`config.mk`:
```
export PLATFORM = sky130hd
export DESIGN_NAME = priority_4bit_encoder
export DESIGN_NICKNAME = d
export VERILOG_FILES = /design/src/rtl/priority_4bit_encoder.sv
export SDC_FILE = /design/constraint.sdc
export NUM_CORES = 1
export LEC_CHECK = 0
export CAP_MARGIN = 25
export CELL_PAD_IN_SITES_DETAIL_PLACEMENT = 0
export CELL_PAD_IN_SITES_GLOBAL_PLACEMENT = 1
export CORE_AREA = 2 2 39 41
export CTS_CLUSTER_DIAMETER = 30
export DETAILED_ROUTE_END_ITERATION = 6
export DIE_AREA = 0 0 41 43
export PLACE_DENSITY_LB_ADDON = 0.05
export SYNTH_ARGS = -nofsm -noshare
export SYNTH_HDL_FRONTEND = slang
export SYNTH_SLANG_ARGS = --single-unit
```
`constraint.sdc`:
```
create_clock -name clk -period 1 [get_ports clk]
set_clock_uncertainty 0.15 [all_clocks]
set_input_delay 0.2 -clock clk [delete_from_list [all_inputs] [get_ports clk]]
set_output_delay 0.2 -clock clk [all_outputs]
set_load 0.03 [all_outputs]
```
`src/rtl/priority_4bit_encoder.sv`:
```
// Registered 4-request priority encoder (index, valid, multi; optional one-hot grant via PRIO_ONEHOT_EN).
// Latency: 1 clk from sampling a/en to outputs; no combinational path from inputs to outputs.
// Backpressure: none; en=0 holds every output register.
module priority_4bit_encoder #(
  parameter bit HIGH_FIRST = 1'b1
) (
  input  logic       clk,
  input  logic       rst_n,
  input  logic       en,
  input  logic [3:0] a,
  output logic [1:0] b,
  output logic       valid,
`ifdef PRIO_ONEHOT_EN
  output logic [3:0] grant,
`endif
  output logic       multi
);

  logic [1:0] win_idx;
  logic       any_req;
  logic       many_req;

  always_comb begin
    win_idx = 2'd0;
    if (HIGH_FIRST) begin
      if (a[3])      win_idx = 2'd3;
      else if (a[2]) win_idx = 2'd2;
      else if (a[1]) win_idx = 2'd1;
      else           win_idx = 2'd0;
    end else begin
      if (a[0])      win_idx = 2'd0;
      else if (a[1]) win_idx = 2'd1;
      else if (a[2]) win_idx = 2'd2;
      else if (a[3]) win_idx = 2'd3;
      else           win_idx = 2'd0;
    end
  end

  assign any_req  = |a;
  // Clearing the lowest set bit leaves something only when two or more bits were set.
  assign many_req = (a & (a - 4'd1)) != 4'd0;

  always_ff @(posedge clk) begin
    if (!rst_n) begin
      b     <= 2'd0;
      valid <= 1'b0;
      multi <= 1'b0;
    end else if (en) begin
      b     <= win_idx;
      valid <= any_req;
      multi <= many_req;
    end
  end

`ifdef PRIO_ONEHOT_EN
  logic [3:0] win_oh;

  assign win_oh = any_req ? (4'b0001 << win_idx) : 4'b0000;

  always_ff @(posedge clk) begin
    if (!rst_n)  grant <= 4'b0000;
    else if (en) grant <= win_oh;
  end
`endif

endmodule

```
==> results of run 1 <==
[metal layers]
metal	up-vias	wire length, µm	share of wire, %	GRT usage (%)
li1	111	-	-	-
met3	0	48	8.4	9.42
met5	-	0	0	0
met4	0	0	0	2.00
met1	95	223	39	8.36
met2	7	299	52	12.2
[cell type report]
type / count / area, µm²
clock buffers: 3 / 22.5
flip-flops and latches: 4 / 85.1
inverters: 1 / 3.75
fillers: 169 / 1030
well taps: 16 / 20.0
multi-input cells: 14 / 87.6
repair buffers: 15 / 135
[cells in the mapped netlist]
library cell	instances	area, µm²
sky130_fd_sc_hd__a211oi_1	1	7.51
sky130_fd_sc_hd__a21oi_1	2	10.0
sky130_fd_sc_hd__a31oi_1	1	6.26
sky130_fd_sc_hd__dfxtp_1	4	80.1
sky130_fd_sc_hd__inv_1	1	3.75
sky130_fd_sc_hd__nand2_1	1	3.75
sky130_fd_sc_hd__nand2b_1	1	6.26
sky130_fd_sc_hd__nor2_1	1	3.75
sky130_fd_sc_hd__nor3_1	1	5.00
sky130_fd_sc_hd__nor4_1	1	6.26
sky130_fd_sc_hd__o21ai_0	3	15.0
sky130_fd_sc_hd__o311ai_1	1	8.76
sky130_fd_sc_hd__o32ai_1	1	8.76
[worst max path at each step]
| stage | to | slack (ns) | cells past startpoint | startpoint |
|---|---|---|---|---|
| after floorplan | b[0] | 0.07 | 2 | b[0] |
| after global placement | valid | -0.41 | 3 | a[1] |
| after detailed placement | multi | -0.40 | 3 | a[1] |
| after CTS | b[0] | -0.05 | 1 | b[0] |
| after global routing | b[0] | -0.07 | 1 | b[0] |
| final | multi | -0.03 | 1 | multi |
[cells in the final DEF, fill, tap and decap left out]
cell,synthesis,routed
sky130_fd_sc_hd__dlygate4sd2_1,0,6
sky130_fd_sc_hd__buf_4,0,5
sky130_fd_sc_hd__dfxtp_2,0,4
sky130_fd_sc_hd__buf_6,0,4
sky130_fd_sc_hd__o21ai_0,3,3
sky130_fd_sc_hd__clkbuf_4,0,3
sky130_fd_sc_hd__a21oi_1,2,2
sky130_fd_sc_hd__a211oi_1,1,1
sky130_fd_sc_hd__nor3_1,1,1
sky130_fd_sc_hd__o311ai_1,1,1
sky130_fd_sc_hd__nand2_1,1,1
sky130_fd_sc_hd__o32ai_1,1,1
sky130_fd_sc_hd__inv_1,1,1
sky130_fd_sc_hd__nand2b_1,1,1
sky130_fd_sc_hd__a31oi_1,1,1
sky130_fd_sc_hd__nor2_1,1,1
sky130_fd_sc_hd__nor4_2,0,1
[registers in the layout, indices dropped and copies added, names as in the netlist]
| register | cells |
|---|---|
| b | 2 |
| multi | 1 |
| valid | 1 |
[metrics by stage]
stage	hold slack [ns]	cell area (µm²)	utilization [%]	power [mW]	TNS (ns)
2_1_floorplan	0.139	165	-	0.223	0
3_3_place_gp	0.320	305	22.1	0.295	-1.41
3_5_place_dp	0.318	305	22.1	0.294	-1.40
4_1_cts	0.225	354	25.6	0.520	-0.166
5_1_grt	0.267	354	25.6	0.542	-0.246
6_report	0.238	354	25.6	0.504	-0.116
[cells by family after synthesis]
logic type / after synthesis / share of synthesized area (%)
AOI/OAI and AO/OA: 9 / 34.1
and+or+nand+nor: 5 / 15.1
DFF: 4 / 48.5
buffers and inverters: 1 / 2.27
[power groups by stage]
stage | combinational, mW | clock [mW] | sequential [mW]
after floorplan | 0.0175 | 0 | 0.205
after global placement | 0.114 | 0 | 0.181
after detailed placement | 0.113 | 0 | 0.181
after CTS | 0.119 | 0.218 | 0.183
after global routing | 0.128 | 0.229 | 0.185
final | 0.118 | 0.203 | 0.183
[worst reg2reg max path: stages, from the launching register on]
cell and delay, ns:
sky130_fd_sc_hd__dfxtp_2 0.31, sky130_fd_sc_hd__buf_4 0.12, sky130_fd_sc_hd__nand2_1 0.04, sky130_fd_sc_hd__o32ai_1 0.07
[what timing repair did]
| action | in CTS | in global routing |
|---|---|---|
| setup endpoints to repair | 8 | 4 |
| pin swaps | 1 | 0 |
| hold buffers | 0 | 0 |
| resized for setup | 15 | 0 |
| buffers inserted | 1 | 0 |
==> results, run 1 <==
- The flow ran to the end, but the final reports show violations.
- The final reports fail on setup timing.
- The sum of overflow across all layers after global routing is 0.
- Setup repair after global routing could not meet its margin everywhere.
- Data arrives at the worst endpoint at 0.68 ns.
- Entering global routing, the biggest net connects 6 pins.
- The HPWL after detailed placement is 425 µm.
- OpenSTA, run right after detailed placement, puts the worst setup slack at -0.396 ns.
- The first-pass iteration count of the detailed router is 2.
- Counting every instance in the synthesized netlist gives 19.
- The total number of yosys warnings is 0.
- Of the total power, the clock network draws 40.3%.
- The number of levels the H-tree was split into is 1.
- Clock-pin slew was measured on the worst setup and hold paths at 0.04 ns.
- The floorplan step set the die width to 41 µm.
- For this run, the slowest stage of the critical path takes 0.32 ns.
- The worst-case IR drop observed on VDD is 0.480 mV.
- The filler-free cell count of the finished design is 53.
- The number of buffers created by CTS is 3.
- Of the total power, the share spent switching nets is 26.8%.
- The number of different library cells used by synthesis comes to 13.
- The clock tree root buffer cell is sky130_fd_sc_hd__clkbuf_4.
- At the worst endpoint, the required time is 0.65 ns.
- For this design the static power due to leakage is 0.153 nW.
- The critical path is of the flip-flop to output port type.
- 11 I/O pins were placed.
- In the global route stage, overall resource usage came out at 8.63%.
- The tightest slew margin relative to the limit is 83.1%.
- The cell depth of the worst hold path is 3.
- The internal power of the cells totals 0.369 mW.
- The clock reaches the later pin of the worst-skew pair after 0.23 ns.
- In this run the power spent charging and discharging nets is 0.135 mW.
- In this run, the number of DRC markers left after iteration 0 of detailed routing was 1.
- The number of buffers and inverters on the critical path is 1.
- The number of failing setup endpoints in the final timing report is 4.
- Dividing the detail-routed wire length by the instance count gives 10.8 µm.
- The register area share after synthesis is 48.5%.
- The number of max-cap violations is 0.
- The shortest clock period the worst path allows after layout is 1.03 ns.
- The type of element capturing the critical path is an output port.
- Traced cell by cell, the critical path runs through buf_6.
- The antenna diode count is 0.
- The minimum setup slack among reg-to-reg paths is 0.19 ns.
- Summing over every cut layer, the via total after detailed routing is 213.
- The least setup slack across all paths after layout is -0.0333 ns.
- The number of port buffers is 10.
- The launch point of the worst reg-to-reg path is multi.
- The detailed-route vias per instance is 4.02.
- Measured along the y axis, the die boundary spans 43 µm.
- The end point of the worst hold path is b[0].
- On the critical path the largest part of the delay comes from flip-flops.
- Synthesis inferred 4 register bits.
- The synthesized netlist net count is 26.
- The final count of hold timing violations is 0.
- For the pin with the worst max-slew slack, the measured transition is 0.249 ns.
- The global-route wire length before repair is 917 µm.
- The final max-slew violation count was 0.
- The TritonCTS clock tree is yes.
- In this run the cell area of the synthesized design comes to 165 µm².
- The maximum count of clock buffers along a single path is 2.
- In this run the core area contains 14 standard-cell rows.
- In this run the critical register-to-register path is captured at multi.
- The startpoint identified for the worst hold timing path is rst_n.
- The region available for standard cell placement spans 1380 µm².
- In this run, the combinational gates consume 23.4% of the power.
- The initial antenna violation count is 0.
- STA classifies the critical path startpoint as a flip-flop.
- The initial core utilization is 11.9%.
- The clock sink count is 4.
- The detailed-route DRC error count is 0.
- The die covers 1760 µm².
- The congestion estimate from routability-driven global placement came to 0.585.
- Per report_power, the sequential group accounts for 36.3% of the total.
- The remaining number of nets flagged by the antenna check after routing is 0.
- In this run the worst hold path is classified as input port to flip-flop.
- The cell with the biggest individual delay on the critical path is sky130_fd_sc_hd__dfxtp_2.
- The fmax is 0.968 GHz.
- The aggregate routed wire length is 571 µm.
- The via count of the first global-routing pass is 235.
- The net count reported at finish is 46.
- Counting cells, the worst reg-to-reg path comes to 3.
- The highest net fanout along the worst path is 2.
- The post-route netlist has 45.9% of its cells at a drive strength greater than 1.
- The average footprint of a synthesized cell is 8.69 µm².
- In this run the power density over the cells is 1420 nW/µm².
- The area added between synthesis and finish is 114%.
- In this run, placement finished with an instance count of 49.
- The final critical-path share of the clock period is 103%.
No activity file was read; power rests on OpenSTA's default activity.
==> run 2: changes to the inputs <==
--- a/config.mk
+++ b/config.mk
@@ -12,7 +12,7 @@
 export CTS_CLUSTER_DIAMETER = 30
 export DETAILED_ROUTE_END_ITERATION = 6
 export DIE_AREA = 0 0 41 43
-export PLACE_DENSITY_LB_ADDON = 0.05
+export PLACE_DENSITY_LB_ADDON = 0.15
 export SYNTH_ARGS = -nofsm -noshare
 export SYNTH_HDL_FRONTEND = slang
 export SYNTH_SLANG_ARGS = --single-unit
==> constraint.sdc (replaced) <==
create_clock -name clk -period 1.1 [get_ports clk]
set_clock_uncertainty 0.15 [all_clocks]
set_input_delay 0.22 -clock clk [delete_from_list [all_inputs] [get_ports clk]]
set_output_delay 0.22 -clock clk [all_outputs]
set_load 0.03 [all_outputs]
==> run 2 against run 1 <==
  * The run now ends clean
  * Sequential share of layout area shrank 0.52 points
  * Count of clock-buffer cells in the layout unchanged
  * Non-clock buffer count is 3 lower
  * Via count is 1.9% lower
  * Largest power group unchanged
==> results, run 2 (same netlist as run 1, synthesis figures left out) <==
- After global routing the overflow that remains totals 0.
- After detailed routing, the number of remaining DRC violations is 0.
- The type of the worst setup path is flip-flop to output port.
- Counting both buffers and inverters, the worst setup path holds a total of 1.
- The source of the worst hold timing path is rst_n.
- STA classifies the critical path startpoint as a flip-flop.
- CTS built an H-tree with a depth of 1.
- The slew of the pin with the lowest slew margin is 0.259 ns.
- The die width is 41 µm.
- Port buffering added 10 buffers.
- The flip-flop count of the largest register, all copies and words added is 2.
- The final count of hold timing violations is 0.
- STA puts the critical path data required time at 0.73 ns.
- Detailed placement finished with a half-perimeter wire length of 370 µm.
- TritonCTS built the clock tree.
- The layout has 152 filler cells.
- The floorplan has 14 rows.
- The number of failing setup endpoints in the final timing report is 0.
- The largest registers in the layout are b (2), multi (1), valid (1).
- From synthesis to final layout, the design area changed by 116%.
- Once the floorplan was initialized, standard cells occupied 11.9% of the core.
- The number of primary I/O pins is 11.
- The congestion estimate from routability-driven global placement came to 0.645.
- The highest net fanout along the worst path is 2.
- Dividing the detail-routed via count by the number of cells gives 4.18.
- Counting flops per register, the top entry is b.
- The initial antenna violation count was 0.
- The cell with the biggest individual delay on the critical path is sky130_fd_sc_hd__dfxtp_1.
- Max-cap violations in this run came to 0.
- The worst path in the final design needs a cycle of 1.06 ns, including I/O delays and setup.
- The run finished with clean final reports.
- The worst setup path is captured at an output port.
- In the final routed layout, each cell accounts on average for 10.5 µm.
- Entering global routing, the biggest net connects 8 pins.
- The worst register-to-register path has a depth of 2.
- The total cell area at the placement stage is 290 µm².
- The clock slew at the register clock pins of the worst setup and hold paths is 0.04 ns.
- The repair_antennas step left the layout with diodes totalling 0.
- The worst slack at placement is -0.347 ns.
- The filler-free cell count of the finished design is 50.
- For this design the static power due to leakage is 0.158 nW.
- The first global-routing pass estimated 890 µm of wire.
- The overall track demand over capacity in global routing is 8.33%.
- Clock latency on the worst-skew pair, taken at its later pin, is 0.23 ns.
- At the worst endpoint, the arrival time is 0.69 ns.
- The final max-slew violation count was 0.
- Along the worst hold path, the cell count comes to 3.
- The commonest non-fill, non-tap cell in the layout is sky130_fd_sc_hd__buf_6.
- The signal on the critical path passes through buf_6.
- The minimum setup slack among reg-to-reg paths is 0.32 ns.
- Cells with a size suffix above 1 make up 44.1% of the layout.
- Summing all non-filler instances in the final layout gives an area of 357 µm².
- After the first detailed-routing iteration, the DRC count stood at 1.
- In this run the critical register-to-register path is captured at valid.
- The floorplan step defined a die boundary enclosing 1760 µm².
- Derived from the worst setup path, the maximum achievable clock frequency is 0.940 GHz.
- The remaining number of nets flagged by the antenna check after routing is 0.
- The most critical setup path has its startpoint at b[0].
- Clock tree synthesis found a total of 4 sinks.
- The number of placed instances, taps included is 47.
- The final critical-path share of the clock period is 96.7%.
- The top cell types in the final layout, fill and taps aside, are 5 x sky130_fd_sc_hd__buf_6, 4 x sky130_fd_sc_hd__dlygate4sd2_1, 3 x sky130_fd_sc_hd__o21ai_0, 3 x sky130_fd_sc_hd__dfxtp_2, 3 x sky130_fd_sc_hd__clkbuf_4.
- The tightest slew margin relative to the limit is 82.7%.
- The root buffer cell chosen for the clock tree is sky130_fd_sc_hd__clkbuf_4.
- The least setup slack across all paths after layout is 0.0366 ns.
- The net count reported at finish is 43.
- Setup repair after global routing left no endpoint under its margin.
- The end point of the worst hold path is multi.
- The area of the core is 1380 µm².
- The power density relative to cell area is 1270 nW/µm².
- The path class of the lowest-slack min-delay path is input port to flip-flop.
- The routed design has 523 µm of wire.
- Buffers added to address setup during post-CTS repair amount to 0.
- IR analysis of the VDD net gives a maximum drop of 0.461 mV.
- In this run the deepest clock path goes through 2 buffers.
- The number of clock buffers added by TritonCTS is 3.
- On the worst path, the slowest cell contributes a delay of 0.33 ns.
- The launch point of the worst reg-to-reg path is valid.
- The die is 43 µm tall.
- The pre-antenna-repair detailed-routing pass consisted of 2 iterations.
- The total via count in the routed design is 209.
- The family with the most delay on the worst path is flip-flops.
- The via count of the first global-routing pass was 213.
[run 2: layer usage]
layer  wire length [µm]  share of wire [%]  vias up  track usage [%]
met5                  0                  0        -                0
met4                  0                  0        0             8.00
met3                 48                9.2        0             4.71
met2                210                 40        7             10.0
met1                264                 50       94             9.65
li1                   -                  -      108                -
[run 2: cell type report]
cell class	instances	area [µm²]	share of cell area [%]
Inverter	1	3.75	1.05
Sequential cell	4	83.8	23.5
Tap cell	16	20.0	5.61
Timing Repair Buffer	12	124	34.7
Multi-Input combinational cell	14	103	28.8
Clock buffer	3	22.5	6.32
[run 2: worst reg2reg max path: stages, from the launching register on]
cell                      delay [ns]
sky130_fd_sc_hd__dfxtp_2        0.31
sky130_fd_sc_hd__o21ai_0        0.15
sky130_fd_sc_hd__a21oi_1        0.05
[run 2: worst max path at each step]
stage | end | slack (ns) | cells past startpoint
after floorplan | b[0] | 0.17 | 2
after global placement | valid | -0.36 | 3
after detailed placement | valid | -0.35 | 3
after CTS | b[0] | -0.003 | 4
after global routing | b[0] | 0.005 | 1
final | b[0] | 0.04 | 1
[run 2: power breakdown]
group,switching (mW),internal [mW],total [mW]
Combinational,0.0553,0.0514,0.107
Sequential,0.00696,0.159,0.166
Clock,0.0573,0.122,0.179
[run 2: metrics by stage]
stage	hold WS, ns	total power, mW	setup TNS, ns	utilization, %
2_1_floorplan	0.159	0.203	0	-
3_3_place_gp	0.330	0.263	-1.13	21.0
3_5_place_dp	0.332	0.262	-1.08	21.0
4_1_cts	0.321	0.455	-0.00332	23.8
5_1_grt	0.211	0.486	0	25.8
6_report	0.194	0.452	0	25.8
[run 2: repair_timing]
action | 4_1_cts | 5_1_grt
resized for setup | 8 | 9
endpoints found under the setup margin | 4 | 8
pin swaps | 2 | 0
hold buffers | 0 | 0
==> edit 1 (flow settings as in run 1) <==
Set the parameter `HIGH_FIRST` to 1'b0 (it was 1'b1).
--- a/src/rtl/priority_4bit_encoder.sv
+++ b/src/rtl/priority_4bit_encoder.sv
@@ -2,7 +2,7 @@
 // Latency: 1 clk from sampling a/en to outputs; no combinational path from inputs to outputs.
 // Backpressure: none; en=0 holds every output register.
 module priority_4bit_encoder #(
-  parameter bit HIGH_FIRST = 1'b1
+  parameter bit HIGH_FIRST = 1'b0
 ) (
   input  logic       clk,
   input  logic       rst_n,
Behaviour: not the same (a bounded check fails within 4 cycles, from zero or initial values and one cycle with rst_n low).
==> edit 1 against run 1 <==
- the flow still finishes with violations (negative setup slack)
- worst setup slack gained 0.0015 ns
- sequential power shrank 3%
- area after synthesis up 14%
- routed wire length down 1.6%
- sequential cell count is the same
- worst hold slack lost 0.021 ns
- utilization rose by 1.3 points
- cell count is 1.9% higher
- synthesized cell count is 11% higher
- fmax increased by 0.14%
- via count rose by 0.47%
- power decreased by 4.0%
- design area grew 4.9%
- critical path type unchanged
- largest cell class unchanged
==> edit 1: results (changes against run 1) <==
largest net degree at the start of global routing=9 (+3); post-DP HPWL=389 um (-8.6%); total track usage=8.11% (-0.53 points); Setup WS post-layout=-0.0319 ns (+0.00146 ns); reg2reg end=b[1]; detailed router's first-iteration violation count=3 (+2); vias in the first global route=222 (-5.5%); antenna violations before repair=0 (unchanged); failing checks=negative setup slack; Hold Startpoint=a[2]; Net Count, Synth=28 (+7.7%); WHS Endpoint=multi; routed wire length=562 um (-1.6%); leading cell types by count after synthesis=4 x dfxtp_1, 3 x nor2_1; Leak=0.000158 uW (+3.2%); Vias=214 (+0.47%); IR drop worst, VDD=0.278 mV (-42%); Final Setup Violations=4 (unchanged); final hold slack=0.217 ns (-0.0209 ns); area of placed instances=320 um^2 (+4.9%); placed cell count=50 (+2.0%); final hold vios=0 (unchanged); Critical Path Source=b[0]; Netlist cell types=11 (-2); Worst Hold Class=primary input to flop; status=complete, but fails checks; Nets=47 (+2.2%); max_slew headroom=83.5% (+0.36 points); Synth async-reset ratio=0% (unchanged); DR WL/cell=10.4 um (-3.4%); first-pass GRT wire length=883 um (-3.7%); pre-CTS WS=-0.419 ns (-0.0225 ns); main area contributors after synthesis=dfxtp_1 43%, a21boi_1 8.0%, nand3b_1 8.0%, nand2b_1 6.7%, nor2b_1 6.7%; register area share after synthesis=42.7% (-5.8 points); Gate Count Post-Synth=21 (+2); Reg2Reg Launch Point=b[1]; Arr. time, crit path=0.68 ns (about the same)
==> edit 1: cell types whose count changed in the layout (fill, tap and decap cells not counted), sizes merged, moves of 2 or more <==
| cell | change |
|---|---|
| a21boi | +2 |
| a21oi | -2 |
| nand3b | +2 |
| nor2 | +2 |
| nor2b | +2 |
==> edit 1: report_power, final <==
group | switching, uW | internal [uW] | leakage (uW)
combinational | 51.6 | 55.8 | 0.000110
clock | 63.8 | 134 | 0.0000138
sequential | 5.90 | 172 | 0.0000344
total | 121 | 362 | 0.000158
==> edit 1: per-layer routing <==
metal	GRT usage, %	part of all wire (%)
met5	0	0
met4	12.0	3.0
met3	1.57	7.8
met2	10.3	43
met1	8.60	45
==> edit 1: kinds of logic after synthesis <==
kind of cell	share of synthesized area, %
and+or+nand+nor	27.3
AOI/OAI and AO/OA	24.0
adders and majority gates	6.00
DFF	42.7
==> edit 1: area by class of cell <==
cell class / count / area [um^2]
Tap cell: 16 / 20.0
Sequential cell: 4 / 85.1
Multi-Input combinational cell: 17 / 120
Clock buffer: 3 / 22.5
Fill cell: 159 / 1010
Timing Repair Buffer: 14 / 124
==> edit 1: worst max-delay path by stage <==
| stage | to | slack [ns] |
|---|---|---|
| 3_5_place_dp | b[1] | -0.42 |
| 5_1_grt | valid | -0.06 |
| 6_report | b[0] | -0.03 |
| 4_1_cts | b[0] | -0.05 |
| 2_1_floorplan | valid | 0.07 |
| 3_3_place_gp | b[1] | -0.40 |
==> edit 1: stage by stage <==
stage | power [uW] | utilization (%) | TNS, ns
after global routing | 511 | 26.9 | -0.210
after global placement | 279 | 23.1 | -1.51
after floorplan | 218 | - | 0
final | 483 | 26.9 | -0.112
after detailed placement | 279 | 23.1 | -1.56
after CTS | 495 | 26.9 | -0.167
==> edit 1: timing repair <==
item | 4_1_cts | 5_1_grt
buffers inserted | 1 | 0
endpoints found under the setup margin | 8 | 5
resized for setup | 17 | 4
==> edit 2 (flow settings as in run 1) <==
Without the edit above. Add an input register stage for `a`; this delays it by one clock. The other inputs are not delayed to match. Comments in the files are not updated.
--- a/src/rtl/priority_4bit_encoder.sv
+++ b/src/rtl/priority_4bit_encoder.sv
@@ -16,6 +16,12 @@
   output logic       multi
 );
 
+  logic [3:0] a_q;
+
+  always_ff @(posedge clk) begin
+    a_q <= a;
+  end
+
   logic [1:0] win_idx;
   logic       any_req;
   logic       many_req;
@@ -23,22 +29,22 @@
   always_comb begin
     win_idx = 2'd0;
     if (HIGH_FIRST) begin
-      if (a[3])      win_idx = 2'd3;
-      else if (a[2]) win_idx = 2'd2;
-      else if (a[1]) win_idx = 2'd1;
+      if (a_q[3])      win_idx = 2'd3;
+      else if (a_q[2]) win_idx = 2'd2;
+      else if (a_q[1]) win_idx = 2'd1;
       else           win_idx = 2'd0;
     end else begin
-      if (a[0])      win_idx = 2'd0;
-      else if (a[1]) win_idx = 2'd1;
-      else if (a[2]) win_idx = 2'd2;
-      else if (a[3]) win_idx = 2'd3;
+      if (a_q[0])      win_idx = 2'd0;
+      else if (a_q[1]) win_idx = 2'd1;
+      else if (a_q[2]) win_idx = 2'd2;
+      else if (a_q[3]) win_idx = 2'd3;
       else           win_idx = 2'd0;
     end
   end
 
-  assign any_req  = |a;
+  assign any_req  = |a_q;
   // Clearing the lowest set bit leaves something only when two or more bits were set.
-  assign many_req = (a & (a - 4'd1)) != 4'd0;
+  assign many_req = (a_q & (a_q - 4'd1)) != 4'd0;
 
   always_ff @(posedge clk) begin
     if (!rst_n) begin
Behaviour: not the same (Yosys sat finds a counterexample within 4 cycles, from zero or initial values and one cycle with rst_n low).
==> edit 2 against run 1 <==
- the run still ends with negative setup slack left
- global-route usage is 1.7 points lower
- design area is 22% higher
- sequential power is 98% higher
- critical path depth stayed put
- combinational power is 12% lower
- power is 41% higher
- die area stayed put
- sequential cell count is 4 higher
- area after synthesis is 48% higher
- routed wire length is 9.1% lower
- worst setup slack worse by 0.019 ns
- critical endpoint is now b[0]
- largest cell class is now sequential cells
==> edit 2: results (changes against run 1) <==
clock share of power=34.0% (-6.3 points); fill count=145 (-14%); register area share after synthesis=65.3% (+17 points); post-DP HPWL=399 um (-6.2%); Crit Path Max Fanout=2 (unchanged); Worst Setup EP=b[0]; largest net degree at the start of global routing=7 (+1); leading cell types by count after synthesis=8 x dfxtp_1, 3 x o21ai_0, 2 x a21oi_1; ant diodes=0 (unchanged); CTS Buf Count=3 (unchanged); area of the multi-input gates=95.1 um^2 (+8.6%); Net Count, Synth=30 (+15%); switching part of the total=24.1% (-2.7 points); IR drop worst, VDD=0.679 mV (+42%); worst-skew pair later-pin latency=0.25 ns (+0.02 ns); R2R depth=2 (-1); vias in the first global route=201 (-14%); main area contributors after synthesis=dfxtp_1 65%, o21ai_0 6.1%, a21oi_1 4.1%, o311ai_1 3.6%, o32ai_1 3.6%; Final Setup Violations=4 (unchanged); first-pass GRT wire length=759 um (-17%); Netlist cell types=13 (unchanged); Reg2Reg Launch Point=a_q[1]; total track usage=6.93% (-1.7 points); detailed router's first-iteration violation count=3 (+2); Setup WS post-layout=-0.0522 ns (-0.0189 ns); pre-CTS WS=-0.340 ns (+0.0561 ns); Nets=47 (+2.2%); area of placed instances=370 um^2 (+21%); failing checks=negative setup slack; post-CTS setup repair buffer count=0 (-1); GPL Wtd Cong=0.643 (+10%); status=complete, but fails checks; slowest cell delay on critical path=0.33 ns; FF-to-FF setup slack=0.01 ns (-0.18 ns); Worst Max-Slew Pin Slew=0.202 ns (-0.0475 ns); Synth async-reset ratio=0% (unchanged); Arr. time, crit path=0.70 ns (+0.02 ns); Setup TNS Final=-0.196 ns (-0.0796 ns); top flop regs=a_q (4), b (2); Leak=0.000167 uW (+9.4%); Worst Hold Class=primary input to flop; reg2reg end=multi; P_comb=104 uW (-12%); Critical Path Source=b[0]; CTS H-tree depth=1 (unchanged); DR WL/cell=9.61 um (-11%); vias per cell=4.19 (+4.1%); layout cells sized above 1=50.0% (+4.1 points)
[edit 2: worst min path at each step]
| stage | end | startpoint | slack (ns) | cells after the start |
|---|---|---|---|---|
| 6_report | b[0] | rst_n | 0.23 | 3 |
| 5_1_grt | a_q[1] | a[1] | 0.23 | 1 |
| 4_1_cts | b[0] | rst_n | 0.22 | 3 |
| 3_5_place_dp | multi | multi | 0.31 | 2 |
| 3_3_place_gp | multi | multi | 0.32 | 2 |
| 2_1_floorplan | a_q[0] | a[0] | 0.08 | 0 |
[edit 2: routing by layer]
layer / vias up / wire (um) / GRT usage [%] / part of all wire, %
met5: - / 0 / 0 / 0
met4: 0 / 7 / 8.00 / 1.3
met3: 2 / 59 / 3.14 / 11
met2: 12 / 197 / 7.19 / 38
met1: 94 / 255 / 9.00 / 49
li1: 118 / - / - / -
[edit 2: what timing repair did]
item / CTS / global route
gates resized for setup: 12 / 5
pin swaps: 1 / 2
endpoints found under the setup margin: 6 / 6
[edit 2: area by class of cell]
| cell class | instances | area share (%) |
|---|---|---|
| inverter | 1 | 0.870 |
| clock buffer | 3 | 5.22 |
| timing repair buffer | 12 | 27.2 |
| multi-input combinational | 14 | 22.0 |
| tap | 16 | 4.64 |
| sequential | 8 | 40.0 |
[edit 2: logic make-up (layout without fill, tap and decap cells)]
family                 Yosys count  count (layout)  synth area share [%]
AOI/OAI and AO/OA                9               9                  23.0
and+or+nand+nor                  5               5                  10.2
DFF                              8               8                  65.3
buffers and inverters            1              16                  1.53
[edit 2: metrics by stage]
stage                     std cells  total power, uW  hold WS (ns)
after global placement           51              461         0.317
final                            54              708         0.232
after global routing             54              736         0.232
after detailed placement         51              460         0.314
after CTS                        54              715         0.218
after floorplan                  23              402        0.0777
